`config.mk`:
```
export PLATFORM = sky130hd
export DESIGN_NAME = uart_rx_controller
export DESIGN_NICKNAME = d
export VERILOG_FILES = /design/src/rtl/uart_pkg.sv /design/src/rtl/sync_2ff.sv /design/src/rtl/uart_rx_controller.sv
export SDC_FILE = /design/constraint.sdc
export NUM_CORES = 1
export LEC_CHECK = 0
export CAP_MARGIN = 20
export CORE_MARGIN = 10
export CORE_UTILIZATION = 48
export CTS_BUF_LIST = sky130_fd_sc_hd__clkbuf_16
export CTS_CLUSTER_SIZE = 40
export DETAILED_ROUTE_END_ITERATION = 16
export HOLD_SLACK_MARGIN = 0.1
export MAX_ROUTING_LAYER = met4
export PLACE_DENSITY = 0.69
export SYNTH_ARGS = -nofsm -noshare
export SYNTH_HDL_FRONTEND = slang
export SYNTH_HIERARCHICAL = 1
export SYNTH_SLANG_ARGS = --single-unit
```
`constraint.sdc`:
```
create_clock -name clk -period 2.2 [get_ports clk]
set_input_delay 0.55 -clock clk [delete_from_list [all_inputs] [get_ports clk]]
set_output_delay 0.55 -clock clk [all_outputs]
set_load 0.05 [all_outputs]
```
`src/rtl/uart_pkg.sv`:
```
// Shared types and constants for the UART receive path.
// Latency: n/a (package). Backpressure: n/a.
// Contents: FSM state encoding, default oversampling/stop-tick values, parity mode.
package uart_pkg;

  // Receiver FSM encoding; ST_PARITY is only reachable when UART_RX_PARITY_EN is defined.
  typedef enum logic [2:0] {
    ST_IDLE   = 3'd0,
    ST_START  = 3'd1,
    ST_DATA   = 3'd2,
    ST_PARITY = 3'd3,
    ST_STOP   = 3'd4
  } rx_state_t;

  localparam int DEF_DBIT    = 8;
  localparam int DEF_OS      = 16;
  localparam int DEF_SB_TICK = 16;

  // 0 selects even parity: the parity bit makes the total count of ones even.
  localparam logic PARITY_ODD = 1'b0;

  function automatic int max_int(input int a, input int b);
    return (a > b) ? a : b;
  endfunction

endpackage

```
`src/rtl/sync_2ff.sv`:
```
// Two-flop synchronizer for a single asynchronous input bit.
// Latency: 2 clocks from i_d to o_q. Backpressure: none (free-running).
// Ports: i_clk, i_reset_n (synchronous, active low), i_d (async in), o_q (synced out).
module sync_2ff #(
  parameter logic RST_VAL = 1'b1
) (
  input  logic i_clk,
  input  logic i_reset_n,
  input  logic i_d,
  output logic o_q
);

  logic r_meta;
  logic r_sync;

  always_ff @(posedge i_clk) begin
    if (!i_reset_n) begin
      r_meta <= RST_VAL;
      r_sync <= RST_VAL;
    end else begin
      r_meta <= i_d;
      r_sync <= r_meta;
    end
  end

  assign o_q = r_sync;

endmodule

```
`src/rtl/uart_rx_controller.sv`:
```
// UART receive FSM: start validation, mid-bit sampling, optional even parity, stop check.
// Latency: rx_done_tick one clock after the s_tick ending the stop bit. Backpressure: none; result held until next frame.
// Ports: clk, reset (sync active low), rx, s_tick in; dout, rx_done_tick, frame_err, parity_err out.
// Build option: define UART_RX_PARITY_EN to add an even-parity bit between data and stop.
module uart_rx_controller
  import uart_pkg::*;
#(
  parameter int DBIT    = DEF_DBIT,
  parameter int OS      = DEF_OS,
  parameter int SB_TICK = DEF_SB_TICK
) (
  input  logic            clk,
  input  logic            reset,
  input  logic            rx,
  input  logic            s_tick,
  output logic [DBIT-1:0] dout,
  output logic            rx_done_tick,
  output logic            frame_err,
  output logic            parity_err
);

  // Tick counter must hold max(OS, SB_TICK) - 1; bit counter must hold DBIT - 1.
  localparam int SW = ($clog2(max_int(OS, SB_TICK)) > 0) ? $clog2(max_int(OS, SB_TICK)) : 1;
  localparam int NW = (DBIT > 1) ? $clog2(DBIT) : 1;

  localparam logic [SW-1:0] S_START_END = SW'(OS / 2 - 1);
  localparam logic [SW-1:0] S_BIT_END   = SW'(OS - 1);
  localparam logic [SW-1:0] S_STOP_END  = SW'(SB_TICK - 1);
  localparam logic [NW-1:0] N_LAST      = NW'(DBIT - 1);

  logic            w_rx_s;
  logic [DBIT:0]   w_b_cat;
  logic [DBIT-1:0] w_b_next;

  rx_state_t       r_state;
  logic [SW-1:0]   r_s;
  logic [NW-1:0]   r_n;
  logic [DBIT-1:0] r_b;
  logic [DBIT-1:0] r_dout;
  logic            r_done;
  logic            r_frame_err;
`ifdef UART_RX_PARITY_EN
  logic            r_par_mis;
  logic            r_parity_err;
`endif

  sync_2ff #(
    .RST_VAL (1'b1)
  ) u_rx_sync (
    .i_clk     (clk),
    .i_reset_n (reset),
    .i_d       (rx),
    .o_q       (w_rx_s)
  );

  // LSB-first shift: new bit enters at the MSB and everything moves down one place.
  assign w_b_cat  = {w_rx_s, r_b};
  assign w_b_next = w_b_cat[DBIT:1];

  always_ff @(posedge clk) begin
    if (!reset) begin
      r_state     <= ST_IDLE;
      r_s         <= '0;
      r_n         <= '0;
      r_b         <= '0;
      r_dout      <= '0;
      r_done      <= 1'b0;
      r_frame_err <= 1'b0;
`ifdef UART_RX_PARITY_EN
      r_par_mis    <= 1'b0;
      r_parity_err <= 1'b0;
`endif
    end else begin
      r_done <= 1'b0;
      case (r_state)
        // Ticks are ignored here, so a tick coincident with the return to IDLE is dropped.
        ST_IDLE: begin
          if (!w_rx_s) begin
            r_state <= ST_START;
            r_s     <= '0;
          end
        end

        // Recheck the line half a bit in; a high level means the falling edge was a glitch.
        ST_START: begin
          if (s_tick) begin
            if (r_s == S_START_END) begin
              if (!w_rx_s) begin
                r_state <= ST_DATA;
                r_s     <= '0;
                r_n     <= '0;
              end else begin
                r_state <= ST_IDLE;
              end
            end else begin
              r_s <= r_s + SW'(1);
            end
          end
        end

        // From the start-bit midpoint, every OS ticks lands in the middle of the next bit.
        ST_DATA: begin
          if (s_tick) begin
            if (r_s == S_BIT_END) begin
              r_s <= '0;
              r_b <= w_b_next;
              if (r_n == N_LAST) begin
`ifdef UART_RX_PARITY_EN
                r_state <= ST_PARITY;
`else
                r_state <= ST_STOP;
`endif
              end else begin
                r_n <= r_n + NW'(1);
              end
            end else begin
              r_s <= r_s + SW'(1);
            end
          end
        end

`ifdef UART_RX_PARITY_EN
        ST_PARITY: begin
          if (s_tick) begin
            if (r_s == S_BIT_END) begin
              r_par_mis <= w_rx_s ^ (^r_b) ^ PARITY_ODD;
              r_s       <= '0;
              r_state   <= ST_STOP;
            end else begin
              r_s <= r_s + SW'(1);
            end
          end
        end
`endif

        ST_STOP: begin
          if (s_tick) begin
            if (r_s == S_STOP_END) begin
              r_dout      <= r_b;
              r_frame_err <= ~w_rx_s;
`ifdef UART_RX_PARITY_EN
              r_parity_err <= r_par_mis;
`endif
              r_done      <= 1'b1;
              r_s         <= '0;
              r_state     <= ST_IDLE;
            end else begin
              r_s <= r_s + SW'(1);
            end
          end
        end

        default: begin
          r_state <= ST_IDLE;
        end
      endcase
    end
  end

  assign dout         = r_dout;
  assign rx_done_tick = r_done;
  assign frame_err    = r_frame_err;
`ifdef UART_RX_PARITY_EN
  assign parity_err   = r_parity_err;
`else
  assign parity_err   = 1'b0;
`endif

endmodule
```
; ---- Yosys cells after proc, flatten, opt, wreduce, memory -nomap -nowiden
; Cells that the tools add are included.
[op_classes]
mux = 24
n_addsub = 2
eq_ne = 17
reduce_logical = 10
bitwise_logic = 1
[ops]
columns = operator, count
row1 = $mux 3, 14
row2 = $mux 4, 5
row3 = $ne 2x2->1 const B, 10
row4 = $pmux 3 s4, 1
row5 = $pmux 4 s3, 1
row6 = $reduce_and 3->1, 4
row7 = $reduce_and 8->1, 1
row8 = $reduce_and 7->1, 1
row9 = $eq 3x3->1 const B, 2
row10 = $pmux 3 s2, 1
row11 = $add 4x1->4 const B, 1
row12 = $eq 4x3->1 const B, 1
row13 = $eq 4x4->1 const B, 1
row14 = $add 3x1->3 const B, 1
row15 = $eq 3x1->1 const B, 1
row16 = $eq 3x2->1 const B, 1
row17 = $logic_not 3->1, 1
row18 = $reduce_bool 3->1, 1
row19 = $mux 2, 1
row20 = $ne 2x1->1 const B, 1
row21 = $reduce_bool 2->1, 1
row22 = $reduce_or 2->1, 1
row23 = $mux 1, 1
row24 = $not 1->1, 1
[word_totals]
wordCells = 63
register_bits = 30

; ---- Depth between registers and ports, before layout
; Gate-level depths: netlist of the first run.
[logic_depth]
ltp_word = 5
ltp_mapped = 6
depth_no_buf = 6

; ---- Hierarchy
; The synthesis of the first run kept the hierarchy.
[modules_own_cells]
columns = module, area_per_inst_um2, n_inst, cells_per_inst
row1 = uart_rx_controller, 1491.4, 1, 155
row2 = sync_2ff, 52.6, 1, 4

; ---- Worst setup path before layout of the first run
; Ideal clock, no wire load.
[synth_path]
path_type = register -> register
from = reg r_s[0]
to = reg r_s[2]
slack_ps = 591
stages_incl_launch_ff = 6
setup_time_ps = 122
arrival_time_ps = 1487
synth_period_minus_slack_ps = 1609
cell_sequence = dfxtp_1 > ha_1 > and3b_1 > nor3b_2 > or3_1 > a311o_1
[synth_between]
elab_chain_cells = 4
elab_cells_between_ends = 8
[synth_lines]
columns = element, line_no
row1 = "start, declared", uart_rx_controller.sv:36  ; logic [SW-1:0] r_s;
row2 = "start signal, assigned", uart_rx_controller.sv:96  ; r_s <= r_s + SW'(1);
row3 = "start signal, assigned", uart_rx_controller.sv:117  ; r_s <= r_s + SW'(1);
row4 = "start signal, assigned", uart_rx_controller.sv:148  ; r_s <= r_s + SW'(1);
row5 = "$add 4x1->4, or another cell as far along", "uart_rx_controller.sv:96, uart_rx_controller.sv:117, uart_rx_controller.sv:148"
row6 = $mux 4 (on tied branches), "uart_rx_controller.sv:104, uart_rx_controller.sv:138, uart_rx_controller.sv:87"
row7 = $mux 4 (on tied branches), "uart_rx_controller.sv:137, uart_rx_controller.sv:86"
row8 = $pmux 4 s3 (*), uart_rx_controller.sv:75  ; case (r_state)
; Mark *: on every way between the ends. The rest lies on a longest branch, timed or not. The select of a mux whose other input is x is not followed.
; A chain may end at the register's enable or synchronous reset.

; ---- Worst setup path in the final report of the first run
[layout_path]
from = reg r_dout[6] (netlist: dout[6])
to = out dout[6]
[layout_rtl]
columns = element, line_no
row1 = "start, declared", uart_rx_controller.sv:39  ; logic [DBIT-1:0] r_dout;
row2 = "start signal, assigned", uart_rx_controller.sv:139  ; r_dout <= r_b;
row3 = "end, declared", uart_rx_controller.sv:16  ; output logic [DBIT-1:0] dout,
; No word-level cell between the ends.

==> run_results.csv, run 1 <==
group,metric,value,unit
status,status,"finished, final reports clean",
sta,fin_ws,232,ps
synth,synth-edff-count,0,
setup_path,arrival,1420,ps
final_layout,drive_gt1_share,12.6,%
synth,syn_avg_cell_area,9.71,um2
synth,synthFlopType,"dfxtp_1",
final_layout,syn2layout_area_growth,18.1,%
clocking,clock_latency,270,ps
power_and_ir_drop,netSwitchingFraction,22.1,%
global_routing,grt_pass1_vias,1098,
sta,slew_headroom,55.1,%
final_layout,design_area,1820,um2
synth,async_flop_share,0,%
synth,ys_warn_count,6,
power_and_ir_drop,p_sw,286,uW
setup_path,slowest_stage,"clkdlybuf4s50_1",
synth,synth.area.top_cells,"dfxtp_1 39%, mux2i_1 14%, nor2_1 5.3%",
sta,max_slew.worst_pin.slew,657,ps
final_layout,multiInputGateArea,862,um2
clocking,cts.clk_slew.worst_paths,50,ps
die,fp.dieW,76.7,um
detailed_routing,avgRoutedWirePerCell,14.0,um
setup_path,critPathMaxStageDelay,810,ps
clocking,htreeDepth,2,
setup_path,crit_buf_inv,1,
synth,synth_seq_cells,30,
sta,finalCriticalPeriod,1970,ps
final_layout,num_antenna_cells,0,
synth,ys_types,49,
power_and_ir_drop,peakVddDrop,0.441,mV
detailed_routing,firstDrtPassIters,4,
global_routing,grt_usage,11.1,%
min_path,worstHoldPathType,"flip-flop to flip-flop",
setup_path,r2r_setup_slack,340,ps
clocking,cts.path.max_buffers,2,
detailed_routing,drc_errors,0,
global_routing,grt_max_degree,19,
die,core_area,3080,um2
die,die_h,76.7,um
final_layout,nFillCells,290,
setup_path,worstRegToRegCells,4,
setup_path,path_class,"flip-flop to output port",
power_and_ir_drop,power_density,708,nW/um2
sta,hold_violations,0,
setup_path,crit_path_start,"dout[6]$_SDFFE_PN0P_",
sta,slew_viol_final,0,
clocking,cts_buffers,5,
global_routing,antenna_found_initial,0,
global_routing,gr-total-overflow,0,
clocking,cts_hold_buf,0,
sta,rsz0062_at_grt,"no",
placement,gp_congestion,0.858,
clocking,cts.sinks,30,
setup_path,crit_required,1650,ps
detailed_routing,drtAntennaViolNets,0,
synth,yosysTopAreaCell,"dfxtp_1",
run,cap_violations,0,
die,core.rowCount,20,
power_and_ir_drop,p_clk_share,48.7,%
power_and_ir_drop,power.leakage,0.000758,uW
synth,synth.top_cells.by_count,"30 x dfxtp_1, 22 x nor2_1, 21 x mux2i_1",
detailed_routing,vias_per_cell,5.36,
synth,synth-seq-area-share,38.9,%
placement,pre_cts_slack,-31.7,ps
sta,setup_viol,0,
power_and_ir_drop,internal_power,1000,uW
die,start_util,50.2,%
power_and_ir_drop,pwr-share-seq,44.3,%
clocking,root_buffer,"clkbuf_16",
setup_path,critical-path-top-delay-family,"buffers and inverters",
sta,finalCritPeriodShare,89.5,%
setup_path,cp_num_cells,1,
detailed_routing,postRouteWirelength,3.05,mm
final_layout,finalNetCount,180,
power_and_ir_drop,pwr-share-comb,6.9,%
final_layout,ff_latch_area,601,um2
clocking,post_cts_resized,0,
synth,synth_area,1540,um2
die,ioPinCount,15,
setup_path,critPathCaptureType,"output port",
sta,worst_clock_skew,3.09,ps
setup_path,endpoint,"dout[6]",
detailed_routing,drt_iter0_markers,128,
placement,port_buffers,13,
setup_path,reg2reg_to,"r_s[0]$_SDFFE_PN0P_",
setup_path,r2r_start,"r_state[2]$_SDFFE_PN0P_",
final_layout,fin_util,59.2,%
synth,synth.most_common_cell,"dfxtp_1",
synth,syn-num-nets,166,
setup_path,start_kind,"flip-flop",
placement,dpl_cell_area,1680,um2
synth,synth_top_area_share,38.9,%
die,die-area,5890,um2
clocking,cts_tree,"yes",
synth,syn_inst,159,
setup_path,crit_chain,"clkdlybuf4s50_1",
setup_path,cp_max_fo,2,
detailed_routing,num_vias,1169,
global_routing,grt_pass1_wl,5.23,mm
sta,finalSetupTns,0,ps
clocking,post-cts-setup-buffers,0,
placement,dpl.hpwl,2.21,mm
sta,fmax,508,MHz
-- power groups by stage --
stage                     logic (uW)  registers [uW]  clock network (uW)
after floorplan                 87.6             569                   0
after global placement          87.9             582                   0
after detailed placement        88.9             583                   0
after CTS                       89.4             572                 641
after global routing             100             573                 671
final                           89.5             572                 629
-- routing by layer --
layer | GRT usage, % | share of wire [%] | vias to the layer above | routed length, um
li1 | - | - | 596 | -
met1 | 14.0 | 49 | 554 | 1500
met2 | 16.3 | 47 | 17 | 1440
met3 | 3.50 | 2.8 | 2 | 86
met4 | 3.90 | 0.56 | 0 | 17
met5 | - | 0 | - | 0
-- flip-flops by register name, indices dropped and copies added (netlist names) --
name,count
u_rx_sync/o_q,1
r_n,3
u_rx_sync/r_meta,1
r_s,4
r_state,3
r_b,8
dout,8
rx_done_tick,1
frame_err,1
-- how the worst min path moves through the flow --
stage	startpoint	to	slack [ps]	cells past startpoint
floorplan	u_rx_sync/r_meta$_SDFF_PN1_	u_rx_sync/o_q$_SDFF_PN1_	390	1
global placement	u_rx_sync/r_meta$_SDFF_PN1_	u_rx_sync/o_q$_SDFF_PN1_	390	1
detailed placement	u_rx_sync/r_meta$_SDFF_PN1_	u_rx_sync/o_q$_SDFF_PN1_	400	1
CTS	u_rx_sync/r_meta$_SDFF_PN1_	u_rx_sync/o_q$_SDFF_PN1_	410	1
global route	u_rx_sync/r_meta$_SDFF_PN1_	u_rx_sync/o_q$_SDFF_PN1_	420	1
finish	u_rx_sync/r_meta$_SDFF_PN1_	u_rx_sync/o_q$_SDFF_PN1_	410	1
-- layout make-up --
| cell class | count | share of cell area (%) |
|---|---|---|
| Tap cell | 44 | 3.02 |
| Clock inverter | 3 | 0.892 |
| Clock buffer | 5 | 6.86 |
| Inverter | 3 | 0.618 |
| Multi-Input combinational cell | 117 | 47.3 |
| Timing Repair Buffer | 16 | 8.37 |
| Sequential cell | 30 | 32.9 |
-- stage by stage --
step                      instances  hold WS, ps  total power, uW
after detailed placement        210          401              672
final                           218          409             1290
after CTS                       218          412             1300
after global routing            218          417             1340
after floorplan                 159          386              657
after global placement          210          393              669
-- cells by family (layout without fill, tap and decap cells) --
group | after synthesis | in the layout | share of synthesized area (%)
adders and majority gates | 3 | 3 | 2.43
muxes | 21 | 21 | 13.6
and+or+nand+nor | 66 | 66 | 25.6
buffers and inverters | 12 | 27 | 5.27
xor gates and xnor gates | 1 | 1 | 0.567
other | 1 | 1 | 0.243
AOI/OAI and AO/OA | 25 | 25 | 13.4
DFF | 30 | 30 | 38.9
-- cell usage in the layout (no fill, tap or decap), types with 4 or more instances in the layout --
cell type / Yosys / layout
nand3_1: 4 / 4
nand2b_1: 5 / 5
clkbuf_16: 0 / 5
dfxtp_1: 30 / 30
mux2i_1: 21 / 21
nor2_1: 22 / 22
a211oi_1: 4 / 4
clkdlybuf4s50_1: 0 / 13
nand2_1: 9 / 9
Note: power is estimated with default switching activity, not from simulation.
==> run 2, diff against run 1 <==
--- a/config.mk
+++ b/config.mk
@@ -5,7 +5,9 @@
 export SDC_FILE = /design/constraint.sdc
 export NUM_CORES = 1
 export LEC_CHECK = 0
+export ABC_CLOCK_PERIOD_IN_PS = 2200
 export CAP_MARGIN = 20
+export CORE_ASPECT_RATIO = 1.4
 export CORE_MARGIN = 10
 export CORE_UTILIZATION = 48
 export CTS_BUF_LIST = sky130_fd_sc_hd__clkbuf_16
==> run 2 against run 1 <==
Against the previous run:
- clock skew up 0.85 ps
- setup slack worse by 17 ps
- largest cell class unchanged
- routed wire length up 5.8%
- hold slack better by 2.3 ps
- largest power group unchanged
- non-clock buffer count up 2
- sequential share of layout area unchanged
- register-to-register slack better by 60 ps
- clock power down 3%
- fmax down 0.84%
- first-iteration DRC count down 70%
- via count about the same
- total power down 1.2%
==> run_results.csv, run 2 (same netlist as run 1, synthesis figures left out) <==
group,metric,value,unit
sta,setup_viol,0,
die,core_area,3090,um2
power_and_ir_drop,peakVddDrop,0.544,mV
power_and_ir_drop,pwr-share-comb,7.3,%
final_layout,design_area,1820,um2
sta,slew_viol_final,0,
power_and_ir_drop,power.leakage,0.000774,uW
clocking,post-cts-setup-buffers,0,
placement,dpl.hpwl,2.30,mm
global_routing,grt_max_degree,19,
sta,slew_headroom,58.4,%
sta,whs,411,ps
placement,dp.cells,207,
sta,fmax,504,MHz
global_routing,antenna_found_initial,0,
die,die-area,5920,um2
clocking,cts.path.max_buffers,2,
clocking,htreeDepth,2,
placement,port_buffers,13,
setup_path,cp_max_fo,8,
clocking,cts_buffers,5,
detailed_routing,avgRoutedWirePerCell,15.1,um
power_and_ir_drop,netSwitchingFraction,21.8,%
setup_path,start_kind,"input port",
final_layout,final_common_cell,"dfxtp_1",
die,fp.dieW,67.9,um
final_layout,drive_gt1_share,12.6,%
final_layout,finalNetCount,182,
sta,max_slew.worst_pin.slew,608,ps
clocking,clock_latency,270,ps
clocking,post_cts_resized,0,
detailed_routing,drc_errors,0,
sta,worst_clock_skew,3.94,ps
die,core.rowCount,24,
setup_path,crit_required,2340,ps
clocking,root_buffer,"clkbuf_16",
clocking,cts.clk_slew.worst_paths,50,ps
run,cap_violations,0,
clocking,cts_hold_buf,0,
final_layout,num_antenna_cells,0,
final_layout,final_cells,214,
detailed_routing,num_vias,1170,
setup_path,arrival,2120,ps
die,ioPinCount,15,
setup_path,path_class,"input port to flip-flop",
final_layout,mostFrequentLayoutCells,"30 x dfxtp_1, 22 x nor2_1, 21 x mux2i_1",
clocking,cts_tree,"yes",
placement,dpl_cell_area,1690,um2
sta,finalCriticalPeriod,1980,ps
power_and_ir_drop,power_density,700,nW/um2
sta,rsz0062_at_grt,"no",
global_routing,grt_pass1_wl,5.41,mm
detailed_routing,drt_iter0_markers,39,
sta,finalCritPeriodShare,90.2,%
status,status,"finished, final reports clean",
sta,hold_violations,0,
global_routing,grt_pass1_vias,1187,
global_routing,gr-total-overflow,0,
global_routing,grt_usage,12.1,%
die,die_h,87.1,um
die,start_util,49.9,%
final_layout,syn2layout_area_growth,18.1,%
clocking,cts.sinks,30,
power_and_ir_drop,p_sw,278,uW
detailed_routing,firstDrtPassIters,4,
min_path,worstHoldPathType,"flip-flop to flip-flop",
setup_path,critPathCaptureType,"flip-flop",
power_and_ir_drop,pwr-share-seq,44.9,%
sta,finalSetupTns,0,ps
placement,gp_congestion,0.910,
detailed_routing,drtAntennaViolNets,0,
detailed_routing,postRouteWirelength,3.23,mm
power_and_ir_drop,p_clk_share,47.8,%
power_and_ir_drop,internal_power,997,uW
detailed_routing,vias_per_cell,5.47,
-- run 2: power groups by stage --
stage               sequential [uW]  combinational [uW]  clock (uW)
floorplan                       569                87.6           0
global placement                582                90.1           0
detailed placement              582                92.1           0
CTS                             572                92.7         623
global route                    574                 104         646
finish                          573                92.8         610
-- run 2: path summary, 6_finish.rpt --
| kind | end | cells after the start | slack, ps | start |
|---|---|---|---|---|
| max reg2reg | r_s[0]$_SDFFE_PN0P_ | 4 | 400 | r_state[1]$_SDFFE_PN0P_ |
| min | u_rx_sync/o_q$_SDFF_PN1_ | 1 | 410 | u_rx_sync/r_meta$_SDFF_PN1_ |
| max | r_s[0]$_SDFFE_PN0P_ | 5 | 220 | s_tick |
| min reg2reg | u_rx_sync/o_q$_SDFF_PN1_ | 1 | 410 | u_rx_sync/r_meta$_SDFF_PN1_ |
-- run 2: cell type report --
cell class / instances / area (um2)
Inverter: 3 / 11.3
Timing Repair Buffer: 18 / 168
Tap cell: 39 / 48.8
Fill cell: 270 / 1270
Multi-Input combinational cell: 117 / 862
Sequential cell: 30 / 601
Clock buffer: 5 / 125
Clock inverter: 2 / 7.51
-- run 2: worst max-delay path, stage by stage --
cell and delay [ps]:
clkdlybuf4s50_1 620, nand4bb_1 190, and2_1 240, o311ai_1 390, o41ai_2 140
-- run 2: metal layers --
layer	track usage, %	routed length [um]
met1	12.6	1310
met2	20.0	1700
met3	3.87	145
met4	5.50	68
met5	-	0
-- run 2: stage by stage --
stage / power, uW / setup WS, ps / utilization (%)
3_3_place_gp: 672 / 61.6 / 54.7
6_report: 1280 / 215 / 58.9
5_1_grt: 1320 / 139 / 58.9
2_1_floorplan: 657 / 591 / -
3_5_place_dp: 675 / -22.2 / 54.7
4_1_cts: 1290 / 208 / 58.9
==> run 3, diff against run 2 <==
--- a/config.mk
+++ b/config.mk
@@ -5,6 +5,7 @@
 export SDC_FILE = /design/constraint.sdc
 export NUM_CORES = 1
 export LEC_CHECK = 0
+export ABC_AREA = 1
 export ABC_CLOCK_PERIOD_IN_PS = 2200
 export CAP_MARGIN = 20
 export CORE_ASPECT_RATIO = 1.4
==> run 3 against run 2 <==
Against the previous run:
- combinational power rose to 5.0 times the previous value
- via count up 21%
- critical path depth down 4
- register-to-register slack better by 80 ps
- clock skew about the same
- area after synthesis down 1.5%
- die area down 1.1%
- final cell count up 33%
- highest routed layer unchanged
==> run_results.csv, run 3 <==
group,metric,value,unit
status,status,"finished, final reports clean",
sta,finalCritPeriodShare,89.5,%
synth,ys_warn_count,6,
synth,syn-num-nets,232,
setup_path,critPathCaptureType,"output port",
die,core.rowCount,24,
sta,slew_headroom,66.2,%
detailed_routing,drc_errors,0,
sta,slew_viol_final,0,
setup_path,crit_buf_inv,1,
die,fp.dieW,67.6,um
setup_path,path_class,"flip-flop to output port",
final_layout,mostFrequentLayoutCells,"49 x nor2_1, 44 x nand2_1, 30 x dfxtp_1",
sta,finalCriticalPeriod,1970,ps
clocking,post_cts_resized,0,
sta,hold_violations,0,
synth,synth.top_cells.by_count,"49 x nor2_1, 44 x nand2_1, 30 x dfxtp_1",
final_layout,design_area,1840,um2
setup_path,crit_path_start,"dout[1]$_SDFFE_PN0P_",
clocking,cts_hold_buf,0,
global_routing,grt_max_degree,12,
sta,fmax,508,MHz
clocking,cts.clk_slew.worst_paths,50,ps
power_and_ir_drop,peakVddDrop,0.637,mV
global_routing,grt_usage,13.1,%
synth,async_flop_share,0,%
clocking,htreeDepth,2,
setup_path,r2r_setup_slack,480,ps
sta,whs,410,ps
clocking,cts_buffers,5,
synth,synth_seq_cells,30,
detailed_routing,firstDrtPassIters,4,
synth,synth-edff-count,0,
synth,ys_types,22,
sta,worst_clock_skew,3.77,ps
min_path,hp-start,"u_rx_sync/r_meta$_SDFF_PN1_",
clocking,cts.path.max_buffers,2,
clocking,root_buffer,"clkbuf_16",
placement,port_buffers,13,
setup_path,r2r_start,"r_state[0]$_SDFFE_PN0P_",
synth,synthFlopType,"dfxtp_1",
placement,gp_congestion,0.909,
global_routing,gr-total-overflow,0,
setup_path,start_kind,"flip-flop",
synth,synth_area,1520,um2
synth,synth.area.top_cells,"dfxtp_1 39%, nor2_1 12%, nand2_1 11%",
setup_path,arrival,1420,ps
setup_path,critical-path-top-delay-family,"buffers and inverters",
setup_path,critPathMaxStageDelay,810,ps
final_layout,drive_gt1_share,12.6,%
power_and_ir_drop,power_density,941,nW/um2
final_layout,syn2layout_area_growth,20.7,%
power_and_ir_drop,power.leakage,0.000930,uW
detailed_routing,num_vias,1419,
die,die_h,86.6,um
sta,setup_viol,0,
final_layout,final_common_cell,"nor2_1",
sta,max_slew.worst_pin.slew,505,ps
die,ioPinCount,15,
die,start_util,49.2,%
setup_path,crit_required,1650,ps
final_layout,finalNetCount,252,
die,core_area,3090,um2
global_routing,antenna_found_initial,0,
sta,finalSetupTns,0,ps
synth,synth_top_area_share,39.5,%
detailed_routing,avgRoutedWirePerCell,11.5,um
global_routing,grt_pass1_wl,5.95,mm
synth,syn_avg_cell_area,6.76,um2
detailed_routing,drt_iter0_markers,71,
synth,syn_inst,225,
final_layout,num_antenna_cells,0,
detailed_routing,drtAntennaViolNets,0,
die,die-area,5850,um2
sta,rsz0062_at_grt,"no",
global_routing,grt_pass1_vias,1436,
min_path,worstHoldPathType,"flip-flop to flip-flop",
clocking,clock_latency,270,ps
clocking,cts_tree,"yes",
clocking,cts.sinks,30,
synth,yosysTopAreaCell,"dfxtp_1",
setup_path,cp_max_fo,2,
run,cap_violations,0,
detailed_routing,vias_per_cell,4.98,
detailed_routing,postRouteWirelength,3.27,mm
synth,synth.most_common_cell,"nor2_1",
power_and_ir_drop,total_power,1730,uW
clocking,post-cts-setup-buffers,0,
synth,synth-seq-area-share,39.5,%
setup_path,slowest_stage,"clkdlybuf4s50_1",
placement,dpl.hpwl,2.47,mm
placement,dpl_cell_area,1700,um2
setup_path,crit_chain,"clkdlybuf4s50_1",
==> run 3: cell types whose count changed in the layout (fill, tap and decap cells not counted), sizes merged, moves of 3 or more <==
cell and change:
a211oi -5, a21oi +5, and3 -3, clkinv +3, inv +23, mux2i -21
nand2 +37, nand2b -5, nand3 +15, nand4 +8, nor2 +32, nor3 -3
o21ai +17
==> run 3: per-layer routing <==
metal	global-route usage (%)	part of all wire (%)	vias to the layer above	wire length, um
met5	-	0	-	0
met4	7.87	3.4	0	110
met3	4.01	2.3	13	74
met2	21.5	51	18	1670
met1	13.2	43	629	1410
li1	-	-	759	-
==> run 3: area by class of cell <==
cell class	instances	area, um2
Clock buffer	5	125
Clock inverter	3	11.3
Fill cell	287	1260
Inverter	28	105
Multi-Input combinational cell	162	778
Sequential cell	30	601
Tap cell	39	48.8
Timing Repair Buffer	18	168
==> run 3: cell families after synthesis <==
kind of cell	share of synthesized area, %
adders and majority gates	2.47
AOI/OAI and AO/OA	9.13
and+or+nand+nor	39.3
other	0.246
DFF	39.5
buffers and inverters	9.38
==> run 3: final timing paths <==
kind	end	depth (start not counted)
max	dout[1]	1
min	u_rx_sync/o_q$_SDFF_PN1_	2
max reg2reg	r_s[3]$_SDFFE_PN0P_	9
min reg2reg	u_rx_sync/o_q$_SDFF_PN1_	2
==> run 3: where the power goes <==
| group | internal (uW) | switching, uW |
|---|---|---|
| combinational | 155 | 314 |
| clock | 405 | 221 |
| sequential | 588 | 45.2 |
| total | 1150 | 580 |
==> run 3: stage by stage <==
stage / instances / utilization [%] / setup slack (ps)
global placement: 277 / 55.0 / 251
detailed placement: 277 / 55.0 / 229
global route: 285 / 59.4 / 190
finish: 285 / 59.4 / 232
CTS: 285 / 59.4 / 217
floorplan: 225 / - / 758
